## src/rtl/median_pkg.sv

```systemverilog
// Shared types and helpers for the 3x3 streaming median filter.
//   PIX_W / pix_t : pixel width and pixel type (unsigned)
//   MED_LAT       : accept-to-output latency in enabled cycles
//   cmp_swap      : compare-exchange, returns {lo, hi}
//   med3          : median of three built from cmp_swap
package median_pkg;
  localparam int MED_LAT = 4;
  localparam int PIX_W   = 8;

  typedef logic [PIX_W-1:0] pix_t;

  typedef struct packed {
    pix_t lo;
    pix_t hi;
  } pair_t;

  function automatic pair_t cmp_swap(input pix_t a, input pix_t b);
    pair_t p;
    if (a < b) begin
      p.lo = a;
      p.hi = b;
    end else begin
      p.lo = b;
      p.hi = a;
    end
    return p;
  endfunction

  // med3 = max(min(a,b), min(max(a,b), c))
  function automatic pix_t med3(input pix_t a, input pix_t b, input pix_t c);
    pair_t ab;
    pair_t hc;
    pair_t fin;
    ab  = cmp_swap(a, b);
    hc  = cmp_swap(ab.hi, c);
    fin = cmp_swap(ab.lo, hc.lo);
    return fin.hi;
  endfunction
endpackage

```

## src/rtl/median9_pipe.sv

```systemverilog
// Two-stage pruned median-of-9 network.
//   clk, rst_n      : clock, synchronous active-low reset (clears valids/flags)
//   en_i            : pipeline advance enable
//   vld_i/eol_i/eof_i : sideband travelling with the window
//   pix_i[9]        : window, row-major (0..2 top row, 6..8 bottom row)
//   med_o           : median of the stage-2 registers (combinational)
//   vld_o/eol_o/eof_o : sideband aligned with med_o
// Stage 1 sorts each row; stage 2 keeps max of row minima, median of row
// medians and min of row maxima; the median of those three is the median of 9.
module median9_pipe
  import median_pkg::*;
(
  input  logic clk,
  input  logic rst_n,
  input  logic en_i,
  input  logic vld_i,
  input  logic eol_i,
  input  logic eof_i,
  input  pix_t pix_i [9],
  output pix_t med_o,
  output logic vld_o,
  output logic eol_o,
  output logic eof_o
);
  pix_t lo_d  [3];
  pix_t mid_d [3];
  pix_t hi_d  [3];
  pix_t lo_q  [3];
  pix_t mid_q [3];
  pix_t hi_q  [3];
  logic s1_vld_q, s1_eol_q, s1_eof_q;

  pix_t lomax_d, midmed_d, himin_d;
  pix_t lomax_q, midmed_q, himin_q;
  logic s2_vld_q, s2_eol_q, s2_eof_q;

  always_comb begin : s1_net
    pair_t p1;
    pair_t p2;
    pair_t p3;
    for (int r = 0; r < 3; r++) begin
      p1       = cmp_swap(pix_i[3*r], pix_i[3*r+1]);
      p2       = cmp_swap(p1.hi, pix_i[3*r+2]);
      p3       = cmp_swap(p1.lo, p2.lo);
      lo_d[r]  = p3.lo;
      mid_d[r] = p3.hi;
      hi_d[r]  = p2.hi;
    end
  end

  always_comb begin : s2_net
    pair_t a;
    pair_t b;
    a        = cmp_swap(lo_q[0], lo_q[1]);
    b        = cmp_swap(a.hi, lo_q[2]);
    lomax_d  = b.hi;
    a        = cmp_swap(hi_q[0], hi_q[1]);
    b        = cmp_swap(a.lo, hi_q[2]);
    himin_d  = b.lo;
    midmed_d = med3(mid_q[0], mid_q[1], mid_q[2]);
  end

  always_ff @(posedge clk) begin
    if (!rst_n) begin
      s1_vld_q <= 1'b0;
      s1_eol_q <= 1'b0;
      s1_eof_q <= 1'b0;
      s2_vld_q <= 1'b0;
      s2_eol_q <= 1'b0;
      s2_eof_q <= 1'b0;
    end else if (en_i) begin
      s1_vld_q <= vld_i;
      s1_eol_q <= eol_i;
      s1_eof_q <= eof_i;
      lo_q     <= lo_d;
      mid_q    <= mid_d;
      hi_q     <= hi_d;
      s2_vld_q <= s1_vld_q;
      s2_eol_q <= s1_eol_q;
      s2_eof_q <= s1_eof_q;
      lomax_q  <= lomax_d;
      midmed_q <= midmed_d;
      himin_q  <= himin_d;
    end
  end

  assign med_o = med3(lomax_q, midmed_q, himin_q);
  assign vld_o = s2_vld_q;
  assign eol_o = s2_eol_q;
  assign eof_o = s2_eof_q;
endmodule

```

## src/rtl/median3x3_stream.sv

```systemverilog
// Streaming 3x3 median filter, one pixel per clock, valid/ready on both sides.
//   clk, rst_n              : clock, synchronous active-low reset
//   cfg_bypass              : frame-wide centre-pixel bypass, latched on the sof beat
//   in_valid/in_ready/in_data/in_sof : raster pixel input
//   out_valid/out_ready/out_data     : interior median output
//   out_eol / out_eof       : last interior pixel of a line / of a frame
// Accepted pixels write lb0 while the displaced lb0 entry moves to lb1, so the
// two RAMs always hold the previous two lines at the current column.
module median3x3_stream
  import median_pkg::*;
#(
  parameter int DATA_W = PIX_W,
  parameter int IMG_W  = 100,
  parameter int IMG_H  = 100
) (
  input  logic              clk,
  input  logic              rst_n,
  input  logic              cfg_bypass,
  input  logic              in_valid,
  output logic              in_ready,
  input  logic [DATA_W-1:0] in_data,
  input  logic              in_sof,
  output logic              out_valid,
  input  logic              out_ready,
  output logic [DATA_W-1:0] out_data,
  output logic              out_eol,
  output logic              out_eof
);
  localparam int CW = $clog2(IMG_W);
  localparam int RW = $clog2(IMG_H);
  localparam logic [CW-1:0] COL_LAST = CW'(IMG_W - 1);
  localparam logic [RW-1:0] ROW_LAST = RW'(IMG_H - 1);

  logic          en, accept;
  logic [CW-1:0] col_q, col_d, col_eff;
  logic [RW-1:0] row_q, row_d, row_eff;
  logic          byp_q, byp_eff;
  pix_t          pix_in, lb0_rd, lb1_rd;
  pix_t          lb0_mem [IMG_W];
  pix_t          lb1_mem [IMG_W];
  pix_t          win_q [3][3];
  logic          w_vld_q, w_eol_q, w_eof_q, w_byp_q;
  pix_t          net_pix [9];
  pix_t          p_med;
  logic          p_vld, p_eol, p_eof;
  logic          out_valid_q, out_eol_q, out_eof_q;
  pix_t          out_data_q;

  assign en       = !out_valid_q || out_ready;
  assign in_ready = en;
  assign accept   = in_valid && en;
  assign pix_in   = in_data;

  // An accepted sof restarts the raster regardless of where the counters are.
  assign col_eff = in_sof ? '0 : col_q;
  assign row_eff = in_sof ? '0 : row_q;
  assign byp_eff = in_sof ? cfg_bypass : byp_q;

  always_comb begin
    col_d = col_q;
    row_d = row_q;
    if (accept) begin
      if (col_eff == COL_LAST) begin
        col_d = '0;
        row_d = (row_eff == ROW_LAST) ? '0 : row_eff + 1'b1;
      end else begin
        col_d = col_eff + 1'b1;
        row_d = row_eff;
      end
    end
  end

  always_ff @(posedge clk) begin
    if (!rst_n) begin
      col_q <= '0;
      row_q <= '0;
      byp_q <= 1'b0;
    end else begin
      col_q <= col_d;
      row_q <= row_d;
      if (accept && in_sof) byp_q <= cfg_bypass;
    end
  end

  assign lb0_rd = lb0_mem[col_eff];
  assign lb1_rd = lb1_mem[col_eff];

  always_ff @(posedge clk) begin
    if (accept) begin
      lb0_mem[col_eff] <= pix_in;
      lb1_mem[col_eff] <= lb0_rd;
    end
  end

  // Window columns shift left; column 2 is the newest (row-2, row-1, row).
  always_ff @(posedge clk) begin
    if (accept) begin
      for (int r = 0; r < 3; r++) begin
        win_q[r][0] <= win_q[r][1];
        win_q[r][1] <= win_q[r][2];
      end
      win_q[0][2] <= lb1_rd;
      win_q[1][2] <= lb0_rd;
      win_q[2][2] <= pix_in;
    end
  end

  always_ff @(posedge clk) begin
    if (!rst_n) begin
      w_vld_q <= 1'b0;
      w_eol_q <= 1'b0;
      w_eof_q <= 1'b0;
      w_byp_q <= 1'b0;
    end else if (en) begin
      w_vld_q <= accept && (row_eff >= RW'(2)) && (col_eff >= CW'(2));
      w_eol_q <= (col_eff == COL_LAST);
      w_eof_q <= (col_eff == COL_LAST) && (row_eff == ROW_LAST);
      w_byp_q <= byp_eff;
    end
  end

  // Bypass feeds the centre into all nine taps: its median is the centre itself,
  // and the choice stays attached to the window as it travels down the pipe.
  always_comb begin
    for (int i = 0; i < 9; i++) begin
      net_pix[i] = w_byp_q ? win_q[1][1] : win_q[i/3][i%3];
    end
  end

  median9_pipe u_net (
    .clk   (clk),
    .rst_n (rst_n),
    .en_i  (en),
    .vld_i (w_vld_q),
    .eol_i (w_eol_q),
    .eof_i (w_eof_q),
    .pix_i (net_pix),
    .med_o (p_med),
    .vld_o (p_vld),
    .eol_o (p_eol),
    .eof_o (p_eof)
  );

  always_ff @(posedge clk) begin
    if (!rst_n) begin
      out_valid_q <= 1'b0;
      out_eol_q   <= 1'b0;
      out_eof_q   <= 1'b0;
      out_data_q  <= '0;
    end else if (en) begin
      out_valid_q <= p_vld;
      out_eol_q   <= p_vld && p_eol;
      out_eof_q   <= p_vld && p_eof;
      if (p_vld) out_data_q <= p_med;
    end
  end

  assign out_valid = out_valid_q;
  assign out_data  = out_data_q;
  assign out_eol   = out_eol_q;
  assign out_eof   = out_eof_q;
endmodule
```

## config.mk

```make
export PLATFORM = sky130hd
export DESIGN_NAME = median3x3_stream
export DESIGN_NICKNAME = d
export VERILOG_FILES = /design/src/rtl/median_pkg.sv /design/src/rtl/median9_pipe.sv /design/src/rtl/median3x3_stream.sv
export SDC_FILE = /design/constraint.sdc
export NUM_CORES = 2
export LEC_CHECK = 0
export CORE_UTILIZATION = 45
export CTS_CLUSTER_SIZE = 16
export DETAILED_ROUTE_END_ITERATION = 8
export PLACE_DENSITY_LB_ADDON = 0.1
export SLEW_MARGIN = 0
export SYNTH_ARGS = -nofsm -noshare
export SYNTH_HDL_FRONTEND = slang
export SYNTH_SLANG_ARGS = --single-unit
```

## constraint.sdc

```tcl
create_clock -name clk -period 11.4 [get_ports clk]
set_input_delay 2.85 -clock clk [delete_from_list [all_inputs] [get_ports clk]]
set_output_delay 2.85 -clock clk [all_outputs]
set_load 0.005 [all_outputs]
```

Word-level counts from Yosys, hierarchy flattened:

Memories as Yosys holds them, arrays and structs flattened.
Index checks and enable logic that the tools add are counted.

* flip-flop bits (word level): 132
* memories kept: 3
* input bits: 14
* RAM bits: 1672
* word-level logic and storage cells: 103

* equality and inequality tests: 2
* reduce and logical (&&, ||, !) cells: 11
* add/subtract/negate cells: 2
* order comparisons: 21
* muxes and demuxes: 35

Memory list
* lb0_mem: words 100, width 8, read ports 1, clocked after Yosys merged registers in 0, write ports 1, line median3x3_stream.sv:39 `pix_t lb0_mem [IMG_W];`
* lb1_mem: words 100, width 8, read ports 1, clocked after Yosys merged registers in 0, write ports 1, line median3x3_stream.sv:40 `pix_t lb1_mem [IMG_W];`
* win_q: words 3, width 24, read ports 3, clocked after Yosys merged registers in 0, write ports 3, line median3x3_stream.sv:41 `pix_t win_q [3][3];`

Operators with widths (count)
* 16-bit 2-to-1 mux: 15
* 8-bit less-than comparator: 19
* 8-bit 2-to-1 mux: 12
* 7-bit 2-to-1 mux: 5
* 7-bit by 1-bit adder with 7-bit output, second input constant: 2
* 7-bit == test, second input constant: 2
* 7-bit by 2-bit greater-or-equal comparator with 1-bit output, second input constant: 2
* 1-bit logical AND: 7
* 2-bit AND reduction: 2
* 1-bit 2-to-1 mux: 3
* 1-bit logical NOT: 1
* 1-bit logical OR: 1

Longest topological paths before layout:

An unclocked memory read counts as a cell.

* word-level depth: 8
* mapped depth: 29
* mapped depth without buffers: 24

Cells and area by module:

Synthesis repeated with hierarchy kept, for this count alone.

* cells, all modules: 5051
* area, all modules: 76138.0 µm²

Modules (own cells, without submodules)
* median3x3_stream: seq. area each 50808.7 µm², cells each 4037, instances 1, area each 66588.9 µm²
* median9_pipe: seq. area each 3002.9 µm², cells each 1014, instances 1, area each 9549.2 µm²

Worst setup path after synthesis:

OpenSTA, ideal clock, no wires.

* kind: input to register
* start: in in_sof
* end: mem lb1_mem[0][7] (netlist name), data pin
* required time: 10357 ps
* cell stages on the path: 11
* arrival time: 8826 ps
* buffers on the path: 4
* slack: 1532 ps
* path through: buf_2 buf_2 nor3b_2 buf_2 buf_1 a22oi_1 o211ai_1 nand3_1 o311ai_0 o21ai_0 a221oi_1

* word-level cells in the longest chain between the ends: 2

RTL lines
* from (decl): line median3x3_stream.sv:22 `input logic in_sof,`
* 7-bit 2-to-1 mux: line median3x3_stream.sv:55 `assign col_eff = in_sof ? '0 : col_q;`
* memory read 100 x 8 bit
* net lb0_rd[7]: line median3x3_stream.sv:38 `pix_t pix_in, lb0_rd, lb1_rd;`
* to (decl): line median3x3_stream.sv:40

The timed path passes the listed nets, and every way through them passes these cells.

==> impl_results.md <==
* Status: finished clean
* Vias at ~46000
* Vias in the first global route at between 40000 and 50000
* Post-Synth XOR/XNOR Area at 0%
* Clock Latency Late Sink at between 0.8 and 0.9 ns
* Rel. slew slack at 12.6%
* Worst Setup EP: u_net.mid_q[8]$_DFFE_PP_
* Post-DP HPWL at 148000 um
* Fillers at 13600
* # hold bufs at CTS at 0
* Die H at a little over 400 um
* Slowest CP cell: a221oi_4
* Slowest Stage Delay on Critical Path at between 1 and 1.5 ns
* CTS buffer count at between 150 and 200
* Crit path required time at about 12 ns
* Worst Setup SP: w_byp_q$_SDFFE_PN0N_
* Biggest area consumer among synthesized cells: edfxtp_1
* Die Width at slightly above 400 um
* CTS Sinks at ~1800
* Hold Crit Class: reg2reg
* R2R setup slack at 3.42 ns
* Total Routing Usage GR at 28.8%
* Synth Area in Adders at around 2.3%
* Postcts setup bufs at 0
* Max_cap viols at 0
* Power Density at a little over 200 nW/um2
* Slew at the pin closest to its max-slew limit at 1.31 ns
* RR Startpoint: w_byp_q$_SDFFE_PN0N_
* Drt initial violations at between 5000 and 6000
* Simple-Gate Fraction of Synth Area at 4.90%
* Clock transition at the registers of the reported paths at about 0.060 ns
* P_leak at roughly 28 nW
* Synthesized cell area at between 70000 and 80000 um2
* Fraction of registers with async set/reset at 0%
* Sequential element share of the synthesized area at 72.4%
* Critical path class: reg2reg
* Buf+Inv Stages, Crit Path at 4
* Longest Clk Path Bufs at 3
* Final setup viols at 0
* Uppermost layer routed: met5
* Unique masters post-synth at 83
* Critical Path AT at about 8.5 ns
* Largest family of logic cells by synthesized area: compound AO/OA/AOI/OAI gates
* First-pass DRT Iterations at 9
* Fmax at roughly 130 MHz
* Synthesis-stage register bit count at approximately 1800
* Multi-input gate area at 19100 um2
* Number of port buffers at 25
* Part of the cycle the worst path needs at roughly 70%
* CP top delay family: compound AO/OA/AOI/OAI gates
* Core area at roughly 160000 um2
* Post-synth EDFFs at between 1500 and 2000
* Initial Utilization at a little under half
* Met2 wire length at 110000 um
* Post-synthesis compound-gate area fraction at a little under an eighth
* H-tree levels at 4
* Max Slew Vio Count at 0
* Initial antenna violation count at 14
* Final Hold Viols at 0
* Worst R2R End: u_net.mid_q[8]$_DFFE_PP_
* Routed WL at 243000 um
* Total Neg Setup Slack at 0 ns
* Antenna-violating nets left at 0
* I/O pin count at 26
* Wire length on met3 at ~25000 um
* Fin worst setup slack at approximately 3.4 ns
* Post-synthesis mux area share at 6.47%
* Crit path top cell by count: nor2_1
* Final Skew at between 0.03 and 0.04 ns
* # resized after CTS at 0
* Final #Nets at ~5200
* WL/cell at ~33 um
* Area grow syn2layout at 13.3%
* Crit path max fanout at 72
* CTS tree: yes
* Leading post-synthesis cells by cell area: edfxtp_1 71%, mux2i_1 5.1%, ha_1 2.3%
* Largest net degree at the start of global routing at just over 100
* Mapped Cells at 4935
* Std cell rows at ~150
* Storage cell area at 53800 um2
* Worst R2R Path Depth at 26
* Worst vdd ir at roughly 0.32 mV
* Share of the synthesized area in the top cell type at about 70%
* Post-synth top flop: edfxtp_1
* Share of cells above drive strength 1 at 12.5%
* RSZ-0062 raised after global routing: false
* Root Driver: clkbuf_16
* CP startpoint kind: flop
* Pre-CTS setup slack at roughly 3.2 ns
* Overall overflow remaining after global route at 0
* Critical Path Stages at 26
* First-pass GRT wire length at approximately 340000 um
* Final critical-path required period at 7.98 ns
* Syn_nets at 5086
* Wl on met1 at around 98000 um
* DRC violations left at 0
* Synthesis Warnings at 0
* Placer Congestion at 0.888
* CP Capture Type: flop
* Via/cell ratio at a little over 6
* Avg Inst Size Synth at about 15 um2
* Die ar. at 167000 um2
worst min-delay path by stage:
stage	start	end	slack, ns	cells past startpoint
floorplan	win_q[0][32]$_DFFE_PP_	win_q[0][40]$_DFFE_PP_	0.42	0
global placement	win_q[0][60]$_DFFE_PP_	win_q[0][68]$_DFFE_PP_	0.43	0
detailed placement	win_q[0][15]$_DFFE_PP_	win_q[0][23]$_DFFE_PP_	0.44	0
CTS	win_q[0][33]$_DFFE_PP_	win_q[0][41]$_DFFE_PP_	0.45	0
global route	win_q[0][38]$_DFFE_PP_	win_q[0][46]$_DFFE_PP_	0.45	0
finish	win_q[0][13]$_DFFE_PP_	win_q[0][21]$_DFFE_PP_	0.45	0
registers in the layout (all words and copies together) (netlist names), 7 cells and up:
signal          flops
lb0_mem           800
win_q              72
lb1_mem           800
u_net.hi_q         24
row_q               7
out_data            8
u_net.lo_q         24
u_net.midmed_q      8
u_net.lomax_q       8
u_net.mid_q        24
col_q               7
u_net.himin_q       8
synth_stat cells (11+ instances only):
cell type  instances
a311oi_1          11
nand3_1           34
dfxtp_1           36
mux2i_1          381
a21o_1            48
inv_1            147
nor4_1            19
o31ai_1           11
nor2_1           282
buf_2             42
clkbuf_1         184
edfxtp_1        1768
o21ai_0          194
nand2b_1          16
o22ai_1          130
a22oi_1          124
a22o_1            31
buf_1             57
a31oi_1           29
a222oi_1          51
a221o_1           18
o211ai_1          20
ha_1             137
o221ai_1          14
a211oi_1          90
a2111oi_0         17
nor3_1            38
nand4_1           16
mux2_2            68
a21oi_1          320
nand3b_1          12
nand2_1          321
a221oi_1          95
nor2b_1           31
worst register-to-register path, stage by stage, from the launching register on:
cell and delay (ns):
dfxtp_1 0.29, buf_4 0.21, inv_2 0.09, buf_4 0.61, nor2_1 0.38, a21o_1 0.29
ha_1 0.30, a21o_1 0.18, a21o_1 0.19, a221oi_4 1.03, nor2_1 0.12, a21oi_1 0.29
ha_1 0.30, a21oi_1 0.15, nor2_1 0.05, or4_1 0.42, nor2_1 0.13, o2bb2ai_2 0.11
buf_4 0.30, nor2_1 0.09, a21oi_1 0.30, ha_1 0.31, a21o_1 0.18, a21oi_1 0.13
o21ai_0 0.14, a211oi_4 0.86, mux2i_1 0.22
placed cells by master (no fill, tap or decap), drive strengths merged, types with 51 or more instances in the layout:
cell type / instances
inv: 159
mux2i: 381
clkbuf: 247
a21oi: 322
a222oi: 51
o21ai: 200
nand2: 321
nor2: 282
o22ai: 130
clkinv: 80
edfxtp: 1768
mux2: 68
a22oi: 124
ha: 137
a211oi: 91
buf: 231
a221oi: 97
power by group:
part	total [W]	switching (W)	internal, W	leakage, nW
Clock	0.00601	0.00261	0.00340	2.93
Combinational	0.00336	0.00216	0.00121	8.84
Sequential	0.00776	0.000132	0.00763	16.3
Total	0.0171	0.00490	0.0122	28.1
stage by stage:
| step | hold WS (ns) | util [%] | cell area [um2] | total power (W) | cells |
|---|---|---|---|---|---|
| 2_1_floorplan | 0.421 | - | 74300 | 0.0102 | 4935 |
| 3_3_place_gp | 0.430 | 47.9 | 78200 | 0.0112 | 7069 |
| 3_5_place_dp | 0.438 | 47.9 | 78200 | 0.0113 | 7070 |
| 4_1_cts | 0.447 | 51.5 | 84200 | 0.0172 | 7418 |
| 5_1_grt | 0.446 | 51.5 | 84200 | 0.0178 | 7418 |
| 6_report | 0.452 | 51.5 | 84200 | 0.0171 | 7420 |
kinds of logic (layout without fill, tap and decap cells):
family          Yosys count  after routing
flops                  1804           1804
mux                     459            459
other cells               0              2
simple gates            824            824
compound gates         1273           1273
buf+inv                 438            746
fa+ha+maj               137            137
per-layer routing:
metal,vias up,global-route usage [%]
met2,2412,44.1
met1,23500,39.4
li1,19800,-
met4,8,11.5
met5,-,0
met3,453,7.22
final cells by class:
class / instances / share of cell area (%)
well taps: 2175 / 3.23
diodes: 2 / 0.00595
flip-flops and latches: 1804 / 63.9
inverters: 151 / 0.679
clock buffers: 247 / 5.99
multi-input cells: 2693 / 22.7
clock inverters: 101 / 1.14
repair buffers: 247 / 2.33
(Power assumes the default switching activity.)
